## config.mk

```make
export PLATFORM = sky130hd
export DESIGN_NAME = mmcm_lock_supervisor
export DESIGN_NICKNAME = d
export VERILOG_FILES = /design/src/rtl/mmcm_sup_pkg.sv /design/src/rtl/sync_2ff.sv /design/src/rtl/mmcm_lock_supervisor.sv
export SDC_FILE = /design/constraint.sdc
export NUM_CORES = 1
export LEC_CHECK = 0
export BUFFER_PORTS_ARGS = -buffer_cell sky130_fd_sc_hd__buf_2
export CAP_MARGIN = 20
export CORE_ASPECT_RATIO = 1.25
export CORE_MARGIN = 1.5
export CORE_UTILIZATION = 45
export DETAILED_ROUTE_END_ITERATION = 12
export HOLD_SLACK_MARGIN = 0.02
export PLACE_DENSITY = 0.78
export SYNTH_ARGS = -nofsm -noshare
export SYNTH_HDL_FRONTEND = slang
export SYNTH_SLANG_ARGS = --single-unit
```

## constraint.sdc

```tcl
create_clock -name clk -period 2.6 [get_ports clk]
set_clock_uncertainty 0.1 [all_clocks]
set_input_delay 0 -clock clk [delete_from_list [all_inputs] [get_ports clk]]
set_output_delay 0 -clock clk [all_outputs]
set_load 0.01 [all_outputs]
```

## src/rtl/mmcm_sup_pkg.sv

```systemverilog
// Shared types and constants for the MMCM lock supervisor: state encodings,
// retry counter width and a helper for sizing the per-state timer.
package mmcm_sup_pkg;

    typedef logic [2:0] state_t;

    localparam state_t RESET_HOLD = 3'd0;
    localparam state_t WAIT_LOCK  = 3'd1;
    localparam state_t STABILIZE  = 3'd2;
    localparam state_t READY      = 3'd3;
    localparam state_t FAULT      = 3'd4;

    localparam int RETRY_W = 8;

    function automatic int max3(input int a, input int b, input int c);
        int m;
        m = (a > b) ? a : b;
        return (m > c) ? m : c;
    endfunction

endpackage

```

## src/rtl/sync_2ff.sv

```systemverilog
// Two-flop synchroniser for a single asynchronous level signal.
module sync_2ff (
    input  logic clk,
    input  logic reset,
    input  logic d,
    output logic q
);

    logic [1:0] ff_reg;

    always_ff @(posedge clk) begin
        if (reset) begin
            ff_reg <= 2'b00;
        end else begin
            ff_reg <= {ff_reg[0], d};
        end
    end

    assign q = ff_reg[1];

endmodule

```

## src/rtl/mmcm_lock_supervisor.sv

```systemverilog
// Sequences MMCM reset, waits for a stable LOCKED, and retries with a bounded budget.
// Optional relock statistics output enabled by defining MMCM_SUPERVISOR_STATS_EN.
module mmcm_lock_supervisor
    import mmcm_sup_pkg::*;
#(
    parameter int RST_CYCLES    = 16,
    parameter int LOCK_TIMEOUT  = 65536,
    parameter int STABLE_CYCLES = 1024,
    parameter int MAX_RETRIES   = 8
) (
    input  logic               clk,
    input  logic               reset,
    input  logic               mmcm_locked,
    input  logic               restart,
    output logic               mmcm_reset,
    output logic               ready,
    output logic               fault,
    output logic [2:0]         state,
    output logic [RETRY_W-1:0] retry_cnt
`ifdef MMCM_SUPERVISOR_STATS_EN
    ,
    output logic [15:0]        relock_cnt
`endif
);

    localparam int TIMER_W = $clog2(max3(RST_CYCLES, LOCK_TIMEOUT, STABLE_CYCLES)) + 1;

    localparam logic [TIMER_W-1:0] RST_LAST     = TIMER_W'(RST_CYCLES - 1);
    localparam logic [TIMER_W-1:0] TIMEOUT_LAST = TIMER_W'(LOCK_TIMEOUT - 1);
    localparam logic [TIMER_W-1:0] STABLE_LAST  = TIMER_W'(STABLE_CYCLES - 1);
    localparam logic [31:0]        MAX_R        = MAX_RETRIES;

    logic               lock_s;
    state_t             state_reg, state_next;
    logic [TIMER_W-1:0] timer_reg, timer_next;
    logic [RETRY_W-1:0] retry_reg, retry_next, retry_inc;
    logic               mmcm_reset_reg, ready_reg, fault_reg;

    sync_2ff u_lock_sync (
        .clk   (clk),
        .reset (reset),
        .d     (mmcm_locked),
        .q     (lock_s)
    );

    assign retry_inc = (retry_reg == {RETRY_W{1'b1}}) ? retry_reg : retry_reg + 1'b1;

    always_comb begin
        state_next = state_reg;
        timer_next = timer_reg;
        retry_next = retry_reg;
        if (restart) begin
            state_next = RESET_HOLD;
            timer_next = '0;
            retry_next = '0;
        end else begin
            case (state_reg)
                RESET_HOLD: begin
                    if (timer_reg == RST_LAST) begin
                        state_next = WAIT_LOCK;
                        timer_next = '0;
                    end else begin
                        timer_next = timer_reg + 1'b1;
                    end
                end
                WAIT_LOCK: begin
                    // Lock wins over a coincident timeout.
                    if (lock_s) begin
                        state_next = STABILIZE;
                        timer_next = '0;
                    end else if (timer_reg == TIMEOUT_LAST) begin
                        retry_next = retry_inc;
                        timer_next = '0;
                        if (MAX_R != 32'd0 && {{(32-RETRY_W){1'b0}}, retry_inc} == MAX_R) begin
                            state_next = FAULT;
                        end else begin
                            state_next = RESET_HOLD;
                        end
                    end else begin
                        timer_next = timer_reg + 1'b1;
                    end
                end
                STABILIZE: begin
                    if (!lock_s) begin
                        state_next = WAIT_LOCK;
                        timer_next = '0;
                    end else if (timer_reg == STABLE_LAST) begin
                        state_next = READY;
                        timer_next = '0;
                        retry_next = '0;
                    end else begin
                        timer_next = timer_reg + 1'b1;
                    end
                end
                READY: begin
                    if (!lock_s) begin
                        state_next = RESET_HOLD;
                        timer_next = '0;
                    end
                end
                FAULT: begin
                    timer_next = '0;
                end
                default: begin
                    state_next = RESET_HOLD;
                    timer_next = '0;
                end
            endcase
        end
    end

    // Outputs are registered from the next state so they change on the same edge as state.
    always_ff @(posedge clk) begin
        if (reset) begin
            state_reg      <= RESET_HOLD;
            timer_reg      <= '0;
            retry_reg      <= '0;
            mmcm_reset_reg <= 1'b1;
            ready_reg      <= 1'b0;
            fault_reg      <= 1'b0;
        end else begin
            state_reg      <= state_next;
            timer_reg      <= timer_next;
            retry_reg      <= retry_next;
            mmcm_reset_reg <= (state_next == RESET_HOLD) || (state_next == FAULT);
            ready_reg      <= (state_next == READY);
            fault_reg      <= (state_next == FAULT);
        end
    end

    assign mmcm_reset = mmcm_reset_reg;
    assign ready      = ready_reg;
    assign fault      = fault_reg;
    assign state      = state_reg;
    assign retry_cnt  = retry_reg;

`ifdef MMCM_SUPERVISOR_STATS_EN
    logic        lock_lost;
    logic [15:0] relock_reg;

    assign lock_lost = (state_reg == READY) && !lock_s && !restart;

    always_ff @(posedge clk) begin
        if (reset) begin
            relock_reg <= '0;
        end else if (lock_lost && relock_reg != 16'hFFFF) begin
            relock_reg <= relock_reg + 1'b1;
        end
    end

    assign relock_cnt = relock_reg;
`endif

endmodule

```

==> results.toml, run 1 <==
[finish]
syn_to_final_growth_pct = 25.8
nNetsFinal = 276
antenna_cells = 0
utilization_pct = 60.5
drive_above_1_share_pct = 27.1
seq_area_um2 = 663
largest_reg_flops = 17
multi_input_area_mm2 = 0.00120
n_fill_cell = 338

[grt]
first_global_vias = 1607
antenna_found_initial = 0
grt_pass1_wl_um = 7170
grt_use_total_pct = 21.2
grt_max_degree = 24
overflow = 0

[floorplanning]
die_x_um = 60.3
start_util_pct = 48.1
die-area_mm2 = 0.00451
io_pins = 18
coreArea_mm2 = 0.00385
rows = 25
fp.dieH_um = 74.7

[clock_network]
root_buffer = "clkbuf_8"
cts_tree = "done"
insertion_delay_ns = 0.29
htreeDepth = 2
clock_path_buffers = 2
cts.reportedPaths.clkPinSlew_ns = 0.07
cts_inserted_buffers = 5
clock_sinks = 33

[power]
switching_share_pct = 22.4
intPower_uw = 713
pwr-share-comb_pct = 3.5
cellLeakagePower_nw = 0.861
ir_drop_uv = 305
power_uw = 918
clockPowerShare_pct = 40.9
power_frac_seq_pct = 55.6
power_switching_uw = 205
p_per_area_mw_per_mm2 = 395

[synth]
ys.warnings.count = 0
seq_area_frac_synth_pct = 35.7
ys_ff_latch = 33
syn_avg_cell_area_um2 = 8.08
ys_types = 50
syn_nets = 237
syn_inst = 229
synthesis.area_mm2 = 0.00185

[drt]
detail_route.wl_per_cell_um = 15.0
postRouteAntennaNets = 0
num_vias = 1849
drtIter0Drc = 102
drc = 0
wl_um = 4830
dr.pass1.iters = 4
viasPerCell = 5.72

[sta]
rsz0062_at_grt = "yes"
slew_viol_final = 0
relSlewSlack_pct = 32.4
fmax_mhz = 392
setup_viol = 0
hold_viol = 0
layout_min_cycle_time_ns = 2.55
worst_pin_slew_ns = 1.01
fin_crit_sh_pct = 98.2

[setup_path]
required_ns = 2.72
cpMostUsedCell = "and3_4"
slowest_stage = "or3_4"
crit_type = "reg2reg"
start_kind = "register"
worstPathArrival_ns = 2.67
slowest_delay_ns = 0.42
cp_max_fo = 3
cp_cell_sequence = "ha_4 -> and4_4 -> and3_4 -> and3_4 -> and3_4 -> ha_4 -> nand2b_4 -> or3_4 -> nor3_2 -> o21ai_1 -> a31oi_1"
end_kind = "register"

[worst_hold_path]
hold_class = "in2reg"

[placed_design]
routabilityCongestion = 0.802
port_buffers = 17
dp_hpwl_um = 3100

[run_status]
outcome = "completed"

[job]
cap_violations = 0
layout make-up:
| class | instances | share of cell area (%) |
|---|---|---|
| Clock buffer | 8 | 3.44 |
| Inverter | 7 | 1.13 |
| Timing Repair Buffer | 43 | 12.3 |
| Sequential cell | 33 | 28.5 |
| Tap cell | 54 | 2.90 |
| Multi-Input combinational cell | 178 | 51.7 |
final timing paths:
kind | startpoint | end | slack [ns] | depth (start not counted)
min reg2reg | u_lock_sync.ff_reg[0]$_SDFF_PP0_ | u_lock_sync.ff_reg[1]$_SDFF_PP0_ | 0.35 | 1
max reg2reg | timer_reg[0]$_SDFFE_PP0P_ | retry_cnt[3]$_SDFFE_PP0P_ | 0.05 | 11
min | restart | timer_reg[5]$_SDFFE_PP0P_ | 0.15 | 4
max | timer_reg[0]$_SDFFE_PP0P_ | retry_cnt[3]$_SDFFE_PP0P_ | 0.05 | 11
repair_timing:
action / in CTS / in global routing
endpoints found under the hold margin: 2 / 0
setup buffers: 0 / 8
endpoints found under the setup margin: 10 / 18
gates resized for setup: 2 / 14
gates cloned: 0 / 1
hold buffers: 2 / 0
pin swaps: 0 / 6
per-layer routing:
layer / vias to the layer above / track usage, % / part of all wire, %
li1: 935 / - / -
met1: 855 / 23.9 / 42
met2: 48 / 37.1 / 52
met3: 11 / 4.98 / 4.1
met4: 0 / 10.4 / 2.2
met5: - / 0 / 0
cells by family after synthesis:
family | synth area share (%)
fa+ha+maj | 2.71
flops | 35.7
mux | 2.17
buf+inv | 4.67
compound gates | 20.3
xor+xnor | 1.42
simple gates | 33.0
synthesized netlist by cell type, drive strengths merged:
library cell	count	area, µm²
a32oi	1	8.76
a211oi	7	52.6
o211ai	2	15.0
nand2	22	85.1
ha	4	50.1
nand3	18	95.1
nor2b	4	25.0
or2	2	12.5
o221ai	1	15.0
a41oi	1	8.76
xnor2	1	8.76
o31ai	3	22.5
nor3	13	70.1
inv	7	26.3
dfxtp	33	661
clkbuf	8	32.5
and3	9	56.3
nand3b	1	7.51
or3	1	6.26
mux2i	4	40.0
a31oi	9	56.3
nor4	7	65.1
nor3b	2	15.0
o22ai	1	12.5
o21ai	16	91.3
a32o	2	20.0
buf	4	27.5
nand4	4	25.0
nand4b	2	17.5
a21oi	9	48.8
and4	2	20.0
o32ai	1	8.76
xor2	2	17.5
a21o	2	15.0
nand2b	3	18.8
nor2	19	78.8
and2	2	12.5
cells in the final DEF (no fill, tap or decap), types with 2 or more instances in the layout:
master / instances
dfxtp_2: 2
nor3b_1: 2
nor3_2: 2
nand2_1: 21
buf_4: 24
a21oi_1: 8
and3_1: 6
nand4_1: 4
o31ai_1: 3
o211ai_1: 2
ha_1: 2
nand3_1: 17
mux2i_1: 4
o21ai_1: 2
buf_2: 17
inv_1: 6
dfxtp_1: 31
nor2_1: 17
nor2_4: 2
a31oi_1: 9
nor3_1: 11
dlygate4sd3_1: 2
and2_1: 2
a211oi_1: 7
a32o_1: 2
nor2b_1: 4
and4_4: 2
nor4_1: 5
and3_4: 3
o21ai_0: 13
clkbuf_1: 3
or2_2: 2
a21o_1: 2
nand2b_1: 2
xor2_1: 2
clkbuf_8: 5
ha_4: 2
nand4b_1: 2
worst max-delay path: cells and delay by family (launching register included):
| family | cells | cell delay [ns] |
|---|---|---|
| AO/OA/AOI/OAI | 2 | 0.25 |
| flip-flops | 1 | 0.36 |
| adder cells (fa/ha/maj) | 2 | 0.31 |
| AND/OR/NAND/NOR | 7 | 1.44 |
per-stage QoR:
step	setup TNS (ns)	hold WS [ns]	setup slack, ns	instance area, µm²	std cells
after CTS	0	0.127	0.0103	2200	314
after global routing	-0.0736	0.178	-0.0507	2330	323
final	0	0.149	0.0471	2330	323
after detailed placement	0	0.108	0.00315	2080	304
after floorplan	0	-0.0284	0.0271	1870	229
after global placement	0	0.101	0.0487	2080	304
power by group through the flow:
stage / Clock, mW / Sequential, mW / Combinational [mW]
finish: 0.375 / 0.511 / 0.0320
global route: 0.400 / 0.510 / 0.0348
CTS: 0.380 / 0.509 / 0.0290
detailed placement: 0 / 0.521 / 0.0265
global placement: 0 / 0.521 / 0.0259
floorplan: 0 / 0.521 / 0.0173
Power figures use the tool's default switching activity.
==> run 2, diff against run 1 <==
- ABC_AREA: not set -> 1
- SETUP_SLACK_MARGIN: not set -> 0.05
==> run 2 against run 1 <==
Routed wire length down 12%. Register-to-register slack better by 0.18 ns. Critical path type unchanged. Count of clock-buffer cells in the layout down 1. Largest power group unchanged. Highest routed layer unchanged. Synthesized cell count up 33%. Largest cell class unchanged. Critical endpoint is now fault$_SDFF_PP0_.
==> results.toml, run 2 <==
[setup_path]
rr_worst_depth = 18
worstReg2RegEnd = "fault$_SDFF_PP0_"
reg2reg_slack_ns = 0.22
worstPathArrival_ns = 2.50
start_kind = "register"
required_ns = 2.73
worstReg2RegStart = "timer_reg[0]$_SDFFE_PP0P_"
crit_type = "reg2reg"
cp_max_fo = 4
end_kind = "register"

[grt]
grt_pass1_wl_um = 7360
gr-usage-met2_pct = 39.5
antenna_found_initial = 0
grt_use_total_pct = 21.2
grt_max_degree = 16
top_usage_layer = "met2"
first_global_vias = 1812
overflow = 0
met1_usage_pct = 21.3
grt_util_met3_pct = 4.58

[synth]
ys_types = 23
ys.warnings.count = 0
synth_top_area_share_pct = 34.8
synth-edff-count = 0
seq_area_frac_synth_pct = 34.8
synth_top_area_cell = "dfxtp_1"
syn_avg_cell_area_um2 = 6.25
ys.flop_type = "dfxtp_1"
synthesis.area_mm2 = 0.00190
syn_nets = 312
synthArstFlopShare_pct = 0
synth_area_leaders = "dfxtp_1, nand2_1, inv_1"
synth_commonest_cells = "nand2_1, inv_1, nor2_1"
ys_ff_latch = 33
yosysMostFrequentCell = "nand2_1"
syn_inst = 304

[power]
p_per_area_mw_per_mm2 = 457
cellLeakagePower_nw = 1.01
ir_drop_uv = 408
power_mw = 1.03

[sta]
rsz0062_at_grt = "yes"
layout_min_cycle_time_ns = 2.38
fin_setup_tns_ns = 0
relSlewSlack_pct = 64.8
setup_viol = 0
fmax_mhz = 421
worst_pin_slew_ns = 0.527
fin_crit_sh_pct = 91.4
slew_viol_final = 0
hold_viol = 0

[worst_hold_path]
min_to = "u_lock_sync.ff_reg[1]$_SDFF_PP0_"
hold_class = "reg2reg"
hold_start = "u_lock_sync.ff_reg[0]$_SDFF_PP0_"
holdPathStages = 2

[floorplanning]
rows = 26
io_pins = 18
die-area_mm2 = 0.00462
start_util_pct = 46.7
die_x_um = 61.1
fp.dieH_um = 75.7
coreArea_mm2 = 0.00407

[clock_network]
cts_inserted_buffers = 5
insertion_delay_ns = 0.29
cts.reportedPaths.clkPinSlew_ns = 0.07
root_buffer = "clkbuf_8"
clock_sinks = 33
htreeDepth = 2
cts_tree = "done"
clock_path_buffers = 2

[drt]
detail_route.wl_per_cell_um = 10.9
wl_um = 4270
drtIter0Drc = 99
viasPerCell = 4.83
drc = 0
num_vias = 1890
dr.pass1.iters = 4
postRouteAntennaNets = 0

[finish]
drive_above_1_share_pct = 14.9
syn_to_final_growth_pct = 18.8
nNetsFinal = 342
antenna_cells = 0
largest_reg_flops = 17
n_fill_cell = 401
final_common_cell = "nand2_1"
final_cell_mix = "nand2_1, inv_1, nor2_1"
utilization_pct = 55.5

[job]
cap_violations = 0

[run_status]
outcome = "completed"

[placed_design]
routabilityCongestion = 0.871
dp_hpwl_um = 3110
port_buffers = 17
run 2: changes by cell type after synthesis, moves of 9 or more:
cell and change:
nand2_1 +77, inv_1 +35, nor2_1 +23, a21oi_1 +12
a31oi_1 -9, and3_1 -9, o21ai_0 -9
run 2: power by group:
group	internal [mW]	switching, mW	total [mW]
Combinational	0.0103	0.0142	0.0245
Clock	0.312	0.183	0.495
Sequential	0.509	0.00266	0.511
Total	0.831	0.200	1.03
run 2: worst max-delay path, stage by stage (launching register included):
cell	delay [ns]
dfxtp_2	0.35
ha_2	0.19
nand3_2	0.12
nor2_4	0.11
nand2_2	0.08
nor2_4	0.13
nand2_2	0.10
nor2_4	0.12
nand3_2	0.08
inv_1	0.06
ha_1	0.15
nand2_1	0.10
nor3_2	0.10
nand3_1	0.08
nor3_1	0.13
nand3_1	0.09
nand2_1	0.07
nand2_1	0.07
nor2_1	0.10
run 2: what timing repair did:
item	4_1_cts	5_1_grt
setup buffers	0	1
setup endpoints to repair	0	21
endpoints found under the hold margin	6	0
hold buffers	4	0
gates resized for setup	0	8
run 2: per-stage QoR:
step,hold slack (ns),worst slack (ns),cells,area [µm²]
after floorplan,-0.0288,0.253,304,1900
after global placement,0.0977,0.197,378,2070
after detailed placement,0.107,0.0992,378,2070
after CTS,0.303,0.0878,390,2230
after global routing,0.337,0.0422,391,2260
final,0.299,0.224,391,2260
run 2: area by class of cell:
class                   count  area, µm²  share of cell area (%)
inverters                  44        165                    7.31
clock buffers               7       86.3                    3.82
clock inverters             1       30.0                    1.33
flip-flops and latches     33        663                    29.4
well taps                  56       70.1                    3.10
repair buffers             25        155                    6.87
multi-input cells         225       1090                    48.2
run 2: worst max-delay path by stage:
| stage | from | endpoint | slack [ns] |
|---|---|---|---|
| floorplan | timer_reg[0]$_SDFFE_PP0P_ | retry_cnt[2]$_SDFFE_PP0P_ | 0.25 |
| global placement | timer_reg[0]$_SDFFE_PP0P_ | retry_cnt[4]$_SDFFE_PP0P_ | 0.20 |
| detailed placement | timer_reg[0]$_SDFFE_PP0P_ | fault$_SDFF_PP0_ | 0.1 |
| CTS | timer_reg[0]$_SDFFE_PP0P_ | fault$_SDFF_PP0_ | 0.09 |
| global route | timer_reg[0]$_SDFFE_PP0P_ | state[2]$_SDFF_PP0_ | 0.04 |
| finish | timer_reg[0]$_SDFFE_PP0P_ | fault$_SDFF_PP0_ | 0.22 |
run 2: cell families (layout without fill, tap and decap cells):
family	count (synthesis)	count (layout)	synth area share [%]
AND/OR/NAND/NOR	186	186	42.5
buffers and inverters	46	77	9.15
flip-flops	33	33	34.8
AO/OA/AOI/OAI	27	27	7.31
XOR/XNOR	8	8	3.69
adder cells (fa/ha/maj)	4	4	2.63
run 2: per-layer routing:
layer | up-vias | share of wire [%]
li1 | 1002 | -
met4 | 0 | 2.3
met5 | - | 0
met1 | 835 | 41
met2 | 43 | 52
met3 | 10 | 3.9
==> run 3, diff against run 2 <==
- REMOVE_ABC_BUFFERS: not set -> 1
==> run 3 against run 2 <==
Worst hold slack better by 0.016 ns. Global-route usage is 1.3 points lower. Routed wire length increased by 1.3%.
==> results.toml, run 3 (same netlist as run 2, synthesis figures left out) <==
[run_status]
outcome = "completed"

[floorplanning]
io_pins = 18
fp.dieH_um = 75.7
coreArea_mm2 = 0.00407
rows = 26
die-area_mm2 = 0.00462
die_x_um = 61.1
start_util_pct = 46.7

[worst_hold_path]
hold_class = "reg2reg"
min_to = "u_lock_sync.ff_reg[1]$_SDFF_PP0_"
holdPathStages = 2
hold_start = "u_lock_sync.ff_reg[0]$_SDFF_PP0_"

[placed_design]
dp_hpwl_um = 3080
post_dp_cell_area_mm2 = 0.00207
port_buffers = 17
routabilityCongestion = 0.849
placed_cells = 378

[clock_network]
cts_inserted_buffers = 5
root_buffer = "clkbuf_8"
htreeDepth = 2
clock_path_buffers = 2
clock_sinks = 33
cts_tree = "done"
cts.reportedPaths.clkPinSlew_ns = 0.07
insertion_delay_ns = 0.29

[finish]
nNetsFinal = 343
final_cell_mix = "nand2_1, inv_1, nor2_1"
antenna_cells = 0
syn_to_final_growth_pct = 22.1
stdcell_count = 392
fin_area_mm2 = 0.00232
final_common_cell = "nand2_1"
largest_reg_flops = 17
drive_above_1_share_pct = 16.4

[setup_path]
slowest_stage = "dfxtp_2"
cp_max_fo = 4
start_kind = "register"
worstReg2RegEnd = "fault$_SDFF_PP0_"
cp_cell_sequence = "ha_4 -> nand3_4 -> nor2_4 -> nand2_2 -> nor2_4 -> nand2_2 -> nor2_4 -> nand3_2 -> inv_1 -> ha_2 -> nand2_2 -> nor3_2 -> nand3_1 -> nor3_2 -> nand3_1 -> nand2_1 -> nand2_1 -> nor2_1"
worstReg2RegStart = "timer_reg[0]$_SDFFE_PP0P_"
crit_family = "simple AND/OR/NAND/NOR gates"
reg2reg_slack_ns = 0.20
crit_type = "reg2reg"
end_kind = "register"
rr_worst_depth = 18
cp_num_buf_inv = 1
worstPathArrival_ns = 2.53
slowest_delay_ns = 0.37
required_ns = 2.73

[drt]
drtIter0Drc = 91
maxUsedRoutingLayer = "met4"
drc = 0
dr.pass1.iters = 7
num_vias = 1959
dr_wl_met2_um = 2330
detail_route.wl_per_cell_um = 11.0
dr_wl_met3_um = 156
postRouteAntennaNets = 0
viasPerCell = 5.00
wl_um = 4320
drt-met1-wl_um = 1780

[sta]
fin_setup_tns_ns = 0
fin_crit_sh_pct = 92.2
fmax_mhz = 417
worst_pin_slew_ns = 0.561
setup_viol = 0
slew_viol_final = 0
rsz0062_at_grt = "no"
hold_viol = 0
relSlewSlack_pct = 62.5
layout_min_cycle_time_ns = 2.40

[power]
cellLeakagePower_nw = 1.03
p_per_area_mw_per_mm2 = 482
ir_drop_uv = 373

[grt]
overflow = 0
grt_max_degree = 16
grt_pass1_wl_um = 6930
grt_use_total_pct = 19.9
first_global_vias = 1772
antenna_found_initial = 0

[job]
cap_violations = 0
run 3: timing repair:
| item | in CTS | in global routing |
|---|---|---|
| endpoints found under the hold margin | 6 | 0 |
| endpoints found under the setup margin | 0 | 21 |
| hold buffers | 4 | 0 |
| resized for setup | 0 | 14 |
| buffers inserted | 0 | 2 |
run 3: worst max-delay path by stage:
stage | slack (ns) | endpoint | from | cells past startpoint
after floorplan | 0.25 | retry_cnt[2]$_SDFFE_PP0P_ | timer_reg[0]$_SDFFE_PP0P_ | 17
after global placement | 0.21 | retry_cnt[7]$_SDFFE_PP0P_ | timer_reg[0]$_SDFFE_PP0P_ | 17
after detailed placement | 0.08 | fault$_SDFF_PP0_ | timer_reg[0]$_SDFFE_PP0P_ | 18
after CTS | 0.07 | fault$_SDFF_PP0_ | timer_reg[0]$_SDFFE_PP0P_ | 18
after global routing | 0.04 | state[2]$_SDFF_PP0_ | timer_reg[0]$_SDFFE_PP0P_ | 18
final | 0.20 | fault$_SDFF_PP0_ | timer_reg[0]$_SDFFE_PP0P_ | 18
run 3: routing by layer:
metal  global-route usage [%]  vias up
li1                         -     1008
met1                     19.5      897
met2                     38.4       47
met3                     4.58        7
met4                     9.18        0
met5                        0        -
run 3: power breakdown:
group          switching (mW)  total, mW  internal (mW)
registers             0.00338      0.512          0.508
logic                  0.0151     0.0271         0.0119
clock network           0.198      0.579          0.381
run 3: layout make-up:
type	count	area (µm²)
Clock buffer	5	68.8
Clock inverter	3	65.1
Fill cell	391	1750
Inverter	44	165
Multi-Input combinational cell	225	1120
Sequential cell	33	663
Tap cell	56	70.1
Timing Repair Buffer	26	163
run 3: per-stage QoR:
step | utilization (%) | hold slack, ns | setup WS [ns] | power (mW)
floorplan | - | -0.0288 | 0.253 | 0.533
global placement | 50.9 | 0.0981 | 0.208 | 0.542
detailed placement | 50.9 | 0.125 | 0.0787 | 0.542
CTS | 55.2 | 0.322 | 0.0659 | 1.13
global route | 57.0 | 0.331 | 0.0373 | 1.16
finish | 57.0 | 0.315 | 0.204 | 1.12
run 3: worst reg2reg max path, cell delays in order, from the launching register on:
cell	delay, ns
dfxtp_2	0.37
ha_4	0.16
nand3_4	0.10
nor2_4	0.10
nand2_2	0.08
nor2_4	0.14
nand2_2	0.10
nor2_4	0.15
nand3_2	0.09
inv_1	0.07
ha_2	0.18
nand2_2	0.07
nor3_2	0.10
nand3_1	0.10
nor3_2	0.12
nand3_1	0.09
nand2_1	0.06
nand2_1	0.06
nor2_1	0.09
